$ cat src/rtl/vram_arbiter_if.sv
// vram_arbiter_if: VGA fetch, CPU access and single-port RAM control signals of the arbiter.
// slave is the arbiter's view; master is the requester/RAM side.
interface vram_arbiter_if;
    logic        vga_req;
    logic [12:0] vga_addr;
    logic [7:0]  vga_data;
    logic        cpu_req;
    logic        cpu_we;
    logic [12:0] cpu_addr;
    logic [7:0]  cpu_din;
    logic [7:0]  cpu_dout;
    logic        cpu_ready;
    logic        mem_en;
    logic        mem_we;
    logic [12:0] mem_addr;
    logic [7:0]  mem_wdata;
    logic [7:0]  mem_rdata;

    modport slave (
        input  vga_req, vga_addr, cpu_req, cpu_we, cpu_addr, cpu_din, mem_rdata,
        output vga_data, cpu_dout, cpu_ready, mem_en, mem_we, mem_addr, mem_wdata
    );

    modport master (
        output vga_req, vga_addr, cpu_req, cpu_we, cpu_addr, cpu_din, mem_rdata,
        input  vga_data, cpu_dout, cpu_ready, mem_en, mem_we, mem_addr, mem_wdata
    );
endinterface

$ cat src/rtl/vram_arbiter.sv
// vram_arbiter: single-port VRAM arbiter; VGA fetches win and have fixed latency 3, the CPU
// is served by a small FSM. Define VRAM_ARBITER_WRITE_BUFFER_EN for a one-entry posted write buffer.
module vram_arbiter (
    input  logic          clk,
    input  logic          reset,
    vram_arbiter_if.slave bus
);
    typedef enum logic [1:0] {
        C_IDLE = 2'd0,
        C_RD   = 2'd1,
        C_CAP  = 2'd2,
        C_DONE = 2'd3
    } cpu_state_e;

    cpu_state_e  r_state, w_state_next;
    logic        r_cpu_we;
    logic        r_vga_p1, r_vga_p2;
    logic [7:0]  r_vga_data, r_cpu_dout;
    logic        r_mem_en, r_mem_we;
    logic [12:0] r_mem_addr;
    logic [7:0]  r_mem_wdata;

    logic        w_cpu_accept;
    logic        w_mem_en, w_mem_we;
    logic [12:0] w_mem_addr;
    logic [7:0]  w_mem_wdata;

`ifdef VRAM_ARBITER_WRITE_BUFFER_EN
    logic        r_wb_valid;
    logic [12:0] r_wb_addr;
    logic [7:0]  r_wb_data;
    logic        w_wb_latch, w_wb_drain;

    // Writes are posted into the buffer; only reads take the FSM access path.
    assign w_wb_latch   = (r_state == C_IDLE) && bus.cpu_req && bus.cpu_we && !r_wb_valid;
    assign w_cpu_accept = (r_state == C_IDLE) && bus.cpu_req && !bus.cpu_we && !r_wb_valid &&
                          !bus.vga_req;
    assign w_wb_drain   = r_wb_valid && !bus.vga_req && !w_cpu_accept;

    always_ff @(posedge clk) begin
        if (reset) begin
            r_wb_valid <= 1'b0;
            r_wb_addr  <= '0;
            r_wb_data  <= '0;
        end else if (w_wb_latch) begin
            r_wb_valid <= 1'b1;
            r_wb_addr  <= bus.cpu_addr;
            r_wb_data  <= bus.cpu_din;
        end else if (w_wb_drain) begin
            r_wb_valid <= 1'b0;
        end
    end
`else
    assign w_cpu_accept = (r_state == C_IDLE) && bus.cpu_req && !bus.vga_req;
`endif

    always_comb begin
        w_state_next = r_state;
        case (r_state)
            C_IDLE: begin
                if (w_cpu_accept) begin
                    w_state_next = C_RD;
`ifdef VRAM_ARBITER_WRITE_BUFFER_EN
                end else if (w_wb_latch) begin
                    w_state_next = C_DONE;
`endif
                end
            end
            // C_RD also carries the write access cycle of an unbuffered write.
            C_RD:    w_state_next = r_cpu_we ? C_DONE : C_CAP;
            C_CAP:   w_state_next = C_DONE;
            C_DONE:  w_state_next = C_IDLE;
            default: w_state_next = C_IDLE;
        endcase
    end

    always_ff @(posedge clk) begin
        if (reset) begin
            r_state  <= C_IDLE;
            r_cpu_we <= 1'b0;
        end else begin
            r_state <= w_state_next;
            if (w_cpu_accept) begin
                r_cpu_we <= bus.cpu_we;
            end
        end
    end

    // One access decided per cycle, VGA first; issued on the registered RAM controls next cycle.
    always_comb begin
        w_mem_en    = 1'b0;
        w_mem_we    = 1'b0;
        w_mem_addr  = r_mem_addr;
        w_mem_wdata = r_mem_wdata;
        if (bus.vga_req) begin
            w_mem_en   = 1'b1;
            w_mem_addr = bus.vga_addr;
        end else if (w_cpu_accept) begin
            w_mem_en   = 1'b1;
            w_mem_we   = bus.cpu_we;
            w_mem_addr = bus.cpu_addr;
            if (bus.cpu_we) begin
                w_mem_wdata = bus.cpu_din;
            end
`ifdef VRAM_ARBITER_WRITE_BUFFER_EN
        end else if (w_wb_drain) begin
            w_mem_en    = 1'b1;
            w_mem_we    = 1'b1;
            w_mem_addr  = r_wb_addr;
            w_mem_wdata = r_wb_data;
`endif
        end
    end

    always_ff @(posedge clk) begin
        if (reset) begin
            r_mem_en    <= 1'b0;
            r_mem_we    <= 1'b0;
            r_mem_addr  <= '0;
            r_mem_wdata <= '0;
            r_vga_p1    <= 1'b0;
            r_vga_p2    <= 1'b0;
            r_vga_data  <= '0;
            r_cpu_dout  <= '0;
        end else begin
            r_mem_en    <= w_mem_en;
            r_mem_we    <= w_mem_we;
            r_mem_addr  <= w_mem_addr;
            r_mem_wdata <= w_mem_wdata;
            r_vga_p1    <= bus.vga_req;
            r_vga_p2    <= r_vga_p1;
            if (r_vga_p2) begin
                r_vga_data <= bus.mem_rdata;
            end
            if (r_state == C_CAP) begin
                r_cpu_dout <= bus.mem_rdata;
            end
        end
    end

    assign bus.vga_data  = r_vga_data;
    assign bus.cpu_dout  = r_cpu_dout;
    assign bus.cpu_ready = (r_state == C_DONE);
    assign bus.mem_en    = r_mem_en;
    assign bus.mem_we    = r_mem_we;
    assign bus.mem_addr  = r_mem_addr;
    assign bus.mem_wdata = r_mem_wdata;
endmodule
$ cat src/flat_wrapper.sv
// flat-port wrapper written by rule: the top's interface ports become plain ports
module vram_arbiter_flat 
  (clk, reset, bus_vga_req, bus_vga_addr, bus_cpu_req, bus_cpu_we, bus_cpu_addr, bus_cpu_din, bus_mem_rdata, bus_vga_data, bus_cpu_dout, bus_cpu_ready, bus_mem_en, bus_mem_we, bus_mem_addr, bus_mem_wdata);
  vram_arbiter_if bus_i ();
  input  logic clk;
  input  logic reset;
  input wire logic [$bits(bus_i.vga_req)-1:0] bus_vga_req;
  input wire logic [$bits(bus_i.vga_addr)-1:0] bus_vga_addr;
  input wire logic [$bits(bus_i.cpu_req)-1:0] bus_cpu_req;
  input wire logic [$bits(bus_i.cpu_we)-1:0] bus_cpu_we;
  input wire logic [$bits(bus_i.cpu_addr)-1:0] bus_cpu_addr;
  input wire logic [$bits(bus_i.cpu_din)-1:0] bus_cpu_din;
  input wire logic [$bits(bus_i.mem_rdata)-1:0] bus_mem_rdata;
  output wire logic [$bits(bus_i.vga_data)-1:0] bus_vga_data;
  output wire logic [$bits(bus_i.cpu_dout)-1:0] bus_cpu_dout;
  output wire logic [$bits(bus_i.cpu_ready)-1:0] bus_cpu_ready;
  output wire logic [$bits(bus_i.mem_en)-1:0] bus_mem_en;
  output wire logic [$bits(bus_i.mem_we)-1:0] bus_mem_we;
  output wire logic [$bits(bus_i.mem_addr)-1:0] bus_mem_addr;
  output wire logic [$bits(bus_i.mem_wdata)-1:0] bus_mem_wdata;
  assign bus_i.vga_req = bus_vga_req;
  assign bus_i.vga_addr = bus_vga_addr;
  assign bus_i.cpu_req = bus_cpu_req;
  assign bus_i.cpu_we = bus_cpu_we;
  assign bus_i.cpu_addr = bus_cpu_addr;
  assign bus_i.cpu_din = bus_cpu_din;
  assign bus_i.mem_rdata = bus_mem_rdata;
  assign bus_vga_data = bus_i.vga_data;
  assign bus_cpu_dout = bus_i.cpu_dout;
  assign bus_cpu_ready = bus_i.cpu_ready;
  assign bus_mem_en = bus_i.mem_en;
  assign bus_mem_we = bus_i.mem_we;
  assign bus_mem_addr = bus_i.mem_addr;
  assign bus_mem_wdata = bus_i.mem_wdata;
  vram_arbiter u_core (.clk(clk), .reset(reset), .bus(bus_i));
endmodule
$ cat config.mk
export PLATFORM = sky130hd
export DESIGN_NAME = vram_arbiter_flat
export DESIGN_NICKNAME = d
export VERILOG_FILES = /design/src/rtl/vram_arbiter_if.sv /design/src/rtl/vram_arbiter.sv /design/src/flat_wrapper.sv
export SDC_FILE = /design/constraint.sdc
export NUM_CORES = 1
export LEC_CHECK = 0
export BUFFER_PORTS_ARGS = -buffer_cell sky130_fd_sc_hd__buf_2
export CAP_MARGIN = 10
export CORE_UTILIZATION = 40
export CTS_BUF_LIST = sky130_fd_sc_hd__clkbuf_16
export CTS_CLUSTER_DIAMETER = 80
export CTS_CLUSTER_SIZE = 20
export DETAILED_ROUTE_END_ITERATION = 10
export GPL_TIMING_DRIVEN = 1
export PLACE_DENSITY = 0.7
export SLEW_MARGIN = 20
export SYNTH_ARGS = -nofsm -noshare
export SYNTH_HDL_FRONTEND = slang
export SYNTH_SLANG_ARGS = --single-unit
$ cat constraint.sdc
create_clock -name clk -period 1.7 [get_ports clk]
set_input_delay 0.34 -clock clk [delete_from_list [all_inputs] [get_ports clk]]
set_output_delay 0.34 -clock clk [all_outputs]
set_load 0.005 [all_outputs]
==> key figures, run 1 <==
Synth
  – Synth Register Bits: 44
  – Synth Instances: 178
  – Sequential fraction of the synthesis area: 47.8%
  – Synth cell types: 24
  – Post-Syn Nets: 230
  – Ys Warns: 0
  – Synth Area per Inst: 10.4 um2
  – Synth Cell Area: 0.00184 mm2

Pwr
  – Pwr Density: 1160 mW/mm2
  – Worst VDD drop: 0.525 mV
  – Leak: 0.00117 uW
  – Tot Pwr: 2830 uW

Timing
  – Final slew viol count: 0
  – Relative slew slack: 68.9%
  – Worst-Margin Slew: 0.466 ns
  – Final setup viols: 0
  – Final setup TNS: 0 ns
  – Final clock period utilization by the worst path: 89.4%
  – Unrepaired setup endpoints after global routing: false
  – Min Tclk post-route: 1.52 ns
  – Hold Fails Final Rpt: 0
  – Final Skew: 0.00533 ns
  – Fmax: 658 MHz

Clock network
  – Clock Path Buffers: 2
  – Root buf cell: clkbuf_16
  – CTS sink count: 44
  – Num CTS Buffers: 5
  – Worst-Skew Late Latency: 0.27 ns
  – Clock Pin Slew Worst Setup and Hold Paths: 0.06 ns
  – CTS tree: done
  – # H-tree levels: 2

Hold path
  – Worst hold stages: 3
  – Worst hold path class: input port to flip-flop

Global routing
  – All-Layer GR Usage: 15.5%
  – First-pass GRT wire length: 6.06 mm
  – Initial antenna violation count: 0
  – Total global routing overflow: 0
  – Pin count of the biggest net entering global routing: 28
  – Vias in the first global route: 1,372

Drt
  – Post-Route WL: 3.59 mm
  – Drt first pass iters: 4
  – Via-per-instance ratio: 4.73
  – DRC: 0
  – DRT iter0 DRCs: 23
  – Routed via count: 1,494
  – WL/cell: 11.4 um
  – Detail Route Antenna Nets: 0

Die
  – # IOs: 87
  – Std cell rows: 24
  – Chip Height: 69.9 um
  – Core area: 0.00438 mm2
  – DIE AREA: 0.00488 mm2
  – Die width: 69.9 um
  – Starting Density: 42.0%

Job
  – Max Cap Viol: 0

Final layout
  – Final instance area: 0.00244 mm2
  – Share of post-route cells with drive strength above 1: 44.7%
  – Final nets: 316
  – Commonest non-fill, non-tap cells in the layout: buf_2 (86), dfxtp_1 (44), mux2i_1 (29), nor2_1 (24), nand2_1 (17)
  – Sequential cell area: 881 um2
  – Most common cell after layout, fill and taps aside: buf_2
  – Area grow syn2layout: 32.5%
  – Area taken by multi-input logic gates: 860 um2
  – N_diodes: 0
  – Fillers: 423

Worst setup path
  – Crit end category: flip-flop
  – Crit path launch type: flip-flop
  – Worst path bufs/invs: 2
  – Arr. time, crit path: 1.72 ns
  – Critical path class: flip-flop to flip-flop
  – CP max-delay cell: dfxtp_1
  – Top Family by Delay on Critical Path: buffers and inverters
  – WP depth: 6
  – Required @ worst endpoint: 1.90 ns
  – Internal reg-to-reg setup slack: 0.18 ns
  – Cell breakdown of the critical path: inv_1, ha_1, a21o_1, buf_6, nor2_1, a211oi_2
  – CP max stage delay: 0.32 ns
  – R2r worst-path depth: 6
  – Critical path peak fanout: 27

Placed design
  – HPWL after DPL: 2.69 mm
  – Gp weighted congestion: 0.721
  – Post-DP Area: 0.00230 mm2
  – IO buf count: 86

Status
  – Status: finished clean
-- synthesized netlist by cell type, drive strengths merged --
cell    number  area [um2]
dfxtp       44         881
nor2        30         128
mux2i       29         290
nand2       17        63.8
a211oi      14         170
a21oi       10        50.1
buf          9        76.3
ha           5        62.6
clkbuf       4        15.0
nor2b        4        25.0
inv          3        11.3
o21ai        2        10.0
a21o         1        7.51
a221oi       1        8.76
and4b        1        10.0
nand2b       1        6.26
nand4b       1        15.0
o22ai        1        6.26
or3          1        6.26
-- sequential cells by signal, indices dropped and copies added (netlist names), 2 cells and up --
name	flops
u_core.r_state	2
u_core.bus.cpu_dout	8
u_core.bus.mem_addr	13
u_core.bus.mem_wdata	8
u_core.bus.vga_data	8
-- worst paths after layout --
kind | startpoint | end
min | bus_cpu_din[1] | u_core.bus.mem_wdata[1]
max reg2reg | u_core.r_state[0] | u_core.bus.mem_addr[12]
min reg2reg | u_core.r_vga_p1 | u_core.r_vga_p2
max | u_core.r_state[0] | u_core.bus.mem_addr[12]
-- final cells by class --
| class | count | area share (%) |
|---|---|---|
| Tap cell | 52 | 2.66 |
| Timing Repair Buffer | 92 | 20.1 |
| Sequential cell | 44 | 36.1 |
| Clock buffer | 5 | 5.12 |
| Inverter | 3 | 0.461 |
| Multi-Input combinational cell | 118 | 35.2 |
| Clock inverter | 2 | 0.359 |
-- logic make-up after synthesis --
family | after synthesis | synth area share (%)
buf+inv | 16 | 5.57
mux | 29 | 15.8
flops | 44 | 47.8
simple gates | 55 | 13.8
fa+ha+maj | 5 | 3.39
compound gates | 29 | 13.7
-- report_power, final --
part	switching, uW	total, uW	leakage, uW	internal (uW)
logic	374	716	0.000739	342
registers	75.2	1240	0.000361	1170
clock network	344	871	0.0000709	527
-- repair_timing --
action,in CTS,in global routing
buffers inserted,0,0
hold buffers,0,0
setup endpoints to repair,0,7
resized for setup,0,1
-- stage by stage --
stage                     instances  worst slack (ns)  hold slack, ns  utilization (%)
after detailed placement        309             0.116           0.436             52.6
after floorplan                 178             0.313           0.414                -
after global routing            316            0.0366           0.292             55.7
after CTS                       316             0.100           0.295             55.6
final                           316             0.180           0.301             55.7
after global placement          309             0.173           0.426             52.6
-- routing by layer --
| layer | vias to the layer above | GRT usage [%] | wire length (um) |
|---|---|---|---|
| met4 | 0 | 3.33 | 26 |
| met3 | 4 | 5.63 | 282 |
| met1 | 649 | 19.3 | 1710 |
| met5 | - | 0 | 0 |
| met2 | 63 | 25.6 | 1580 |
| li1 | 778 | - | - |
-- worst reg2reg max path, cell delays in order (launching register included) --
cell and delay [ns]:
dfxtp_1 0.32, inv_1 0.14, ha_1 0.28, a21o_1 0.16
buf_6 0.25, nor2_1 0.10, a211oi_2 0.19
Power figures use the tool's default switching activity.
==> run 2: changes to the inputs <==
--- a/config.mk
+++ b/config.mk
@@ -7,13 +7,13 @@
 export LEC_CHECK = 0
 export BUFFER_PORTS_ARGS = -buffer_cell sky130_fd_sc_hd__buf_2
 export CAP_MARGIN = 10
-export CORE_UTILIZATION = 40
+export CORE_UTILIZATION = 46
 export CTS_BUF_LIST = sky130_fd_sc_hd__clkbuf_16
 export CTS_CLUSTER_DIAMETER = 80
 export CTS_CLUSTER_SIZE = 20
 export DETAILED_ROUTE_END_ITERATION = 10
 export GPL_TIMING_DRIVEN = 1
-export PLACE_DENSITY = 0.7
+export PLACE_DENSITY = 0.79
 export SLEW_MARGIN = 20
 export SYNTH_ARGS = -nofsm -noshare
 export SYNTH_HDL_FRONTEND = slang
==> run 2 against run 1 <==
Sequential power about the same. Via count increased by 2.1%. Non-clock buffer count decreased by 1. Final cell count decreased by 1.3%. Critical path depth unchanged. Critical endpoint unchanged.
==> key figures, run 2 (same netlist as run 1, synthesis figures left out) <==
Drt
  – Detail Route Antenna Nets: 0 (unchanged)
  – Via-per-instance ratio: 4.89 (was 4.73)
  – DRT iter0 DRCs: 54 (was 23)
  – Post-Route WL: 3.68 mm (was 3.59 mm)
  – DRC: 0 (unchanged)
  – Met1 Wirelength: 1.67 mm (was 1.71 mm)
  – Max Used Layer: met4 (unchanged)
  – Routed via count: 1,526 (was 1,494)
  – Drt first pass iters: 4 (unchanged)
  – Met3 wire length: 284 um (was 282 um)
  – DR WL met2: 1.68 mm (was 1.58 mm)
  – WL/cell: 11.8 um (was 11.4 um)

Timing
  – Min Tclk post-route: 1.55 ns (was 1.52 ns)
  – Final setup TNS: 0 ns (unchanged)
  – Relative slew slack: 68.1% (was 68.9%)
  – Fmax: 644 MHz (was 658 MHz)
  – Final worst setup slack: 0.146 ns (was 0.180 ns)
  – Unrepaired setup endpoints after global routing: false (unchanged)
  – Hold Fails Final Rpt: 0 (unchanged)
  – Final slew viol count: 0 (unchanged)
  – Final clock period utilization by the worst path: 91.4% (was 89.4%)
  – Final setup viols: 0 (unchanged)
  – Final Skew: 0.00305 ns (was 0.00533 ns)
  – Worst-Margin Slew: 0.478 ns (was 0.466 ns)

Worst setup path
  – CP max stage delay: 0.33 ns (was 0.32 ns)
  – Worst path bufs/invs: 2 (unchanged)
  – Crit path launch type: flip-flop (unchanged)
  – R2r worst-path depth: 6 (unchanged)
  – Internal reg-to-reg setup slack: 0.15 ns (was 0.18 ns)
  – Critical path peak fanout: 27 (unchanged)
  – Required @ worst endpoint: 1.90 ns (about the same)
  – Top Family by Delay on Critical Path: buffers and inverters (unchanged)
  – Critical path class: flip-flop to flip-flop (unchanged)
  – Crit end category: flip-flop (unchanged)
  – R2r endpoint: u_core.bus.mem_addr[12] (unchanged)
  – Reg-to-reg startpoint: u_core.r_state[0] (unchanged)
  – Cell breakdown of the critical path: inv_1, ha_1, a21o_1, buf_6, nor2_1, a211oi_2 (unchanged)
  – WP depth: 6 (unchanged)
  – Arr. time, crit path: 1.75 ns (was 1.72 ns)
  – CP max-delay cell: dfxtp_1 (unchanged)

Pwr
  – Reg power frac: 41.3% (was 43.9%)
  – Switching Fraction: 27.4% (was 28.1%)
  – Worst VDD drop: 0.680 mV (was 0.525 mV)
  – Leak: 0.00117 uW (about the same)
  – Clock Power Share: 35.2% (was 30.8%)
  – Total internal power: 2190 uW (was 2040 uW)
  – Pwr Density: 1230 mW/mm2 (was 1160 mW/mm2)
  – Switching power: 826 uW (was 794 uW)
  – Comb pwr share: 23.6% (was 25.3%)

Final layout
  – Commonest non-fill, non-tap cells in the layout: buf_2 (86), dfxtp_1 (44), mux2i_1 (29), nor2_1 (24), nand2_1 (17) (unchanged)
  – N_diodes: 0 (unchanged)
  – Final instance area: 0.00245 mm2 (was 0.00244 mm2)
  – Final nets: 315 (was 316)
  – Most common cell after layout, fill and taps aside: buf_2 (unchanged)
  – Max FFs per register: 13 (unchanged)
  – Share of post-route cells with drive strength above 1: 45.1% (was 44.7%)
  – Area grow syn2layout: 33.0% (was 32.5%)

Placed design
  – IO buf count: 86 (unchanged)
  – HPWL after DPL: 2.76 mm (was 2.69 mm)
  – Post-DP Area: 0.00228 mm2 (was 0.00230 mm2)
  – Place WS: 0.119 ns (was 0.116 ns)
  – Gp weighted congestion: 0.890 (was 0.721)

Die
  – Starting Density: 49.2% (was 42.0%)
  – DIE AREA: 0.00426 mm2 (was 0.00488 mm2)
  – Core area: 0.00374 mm2 (was 0.00438 mm2)
  – # IOs: 87 (unchanged)
  – Std cell rows: 22 (was 24)
  – Chip Height: 65.3 um (was 69.9 um)
  – Die width: 65.3 um (was 69.9 um)

Global routing
  – Total global routing overflow: 0 (unchanged)
  – Vias in the first global route: 1,358 (was 1,372)
  – Initial antenna violation count: 0 (unchanged)
  – Pin count of the biggest net entering global routing: 28 (unchanged)
  – First-pass GRT wire length: 5.85 mm (was 6.06 mm)
  – All-Layer GR Usage: 18.2% (was 15.5%)

Job
  – Max Cap Viol: 0 (unchanged)

Hold path
  – Worst hold stages: 3 (unchanged)
  – Hold path start: bus_cpu_din[4] (was bus_cpu_din[1])
  – Hold EP: u_core.bus.mem_wdata[4] (was u_core.bus.mem_wdata[1])
  – Worst hold path class: input port to flip-flop (unchanged)

Clock network
  – Root buf cell: clkbuf_16 (unchanged)
  – # H-tree levels: 2 (unchanged)
  – Postcts setup bufs: 0 (unchanged)
  – Worst-Skew Late Latency: 0.28 ns (was 0.27 ns)
  – CTS sink count: 44 (unchanged)
  – Clock Path Buffers: 2 (unchanged)
  – Num CTS Buffers: 5 (unchanged)
  – Clock Pin Slew Worst Setup and Hold Paths: 0.06 ns (about the same)
  – CTS tree: done (unchanged)
  – Hold buffer count at cts: 0 (unchanged)
  – Post-CTS sizing: 0 (unchanged)

Status
  – Status: finished clean (unchanged)
run 2: worst min-delay path, cell delays in order:
cell	delay [ns]
buf_2	0.10
nand2_1	0.04
a21oi_1	0.05
run 2: worst max-delay path by stage:
stage                           start                      end  slack (ns)
finish              u_core.r_state[0]  u_core.bus.mem_addr[12]        0.15
CTS                 u_core.r_state[0]  u_core.bus.mem_addr[12]        0.06
floorplan           u_core.r_state[0]   u_core.bus.mem_addr[6]        0.31
detailed placement  u_core.r_state[0]  u_core.bus.mem_addr[12]        0.12
global placement    u_core.r_state[0]   u_core.bus.mem_addr[3]        0.19
global route        u_core.r_state[0]  u_core.bus.mem_addr[12]        0.01
run 2: through the flow:
| stage | power [uW] | cells | util, % | hold WS, ns |
|---|---|---|---|---|
| after floorplan | 1760 | 178 | - | 0.414 |
| after global placement | 1960 | 304 | 60.9 | 0.418 |
| after detailed placement | 1980 | 304 | 60.9 | 0.436 |
| after CTS | 3050 | 312 | 65.4 | 0.288 |
| after global routing | 3180 | 312 | 65.5 | 0.291 |
| final | 3020 | 312 | 65.5 | 0.292 |
run 2: per-layer routing:
layer | vias up | GRT usage, %
met5 | - | 0
met4 | 0 | 8.15
met3 | 6 | 5.73
met2 | 62 | 30.3
met1 | 680 | 21.3
li1 | 778 | -
run 2: final cells by class:
cell class	count	area (um2)
well taps	48	60.1
clock inverters	3	42.5
fillers	323	1290
clock buffers	5	125
flip-flops and latches	44	881
repair buffers	91	472
inverters	3	11.3
multi-input cells	118	860
run 2: power by group through the flow:
stage / Combinational (uW) / Clock, uW / Sequential (uW)
5_1_grt: 798 / 1120 / 1260
3_3_place_gp: 693 / 0 / 1260
2_1_floorplan: 491 / 0 / 1270
4_1_cts: 716 / 1090 / 1240
6_report: 711 / 1060 / 1240
3_5_place_dp: 712 / 0 / 1260
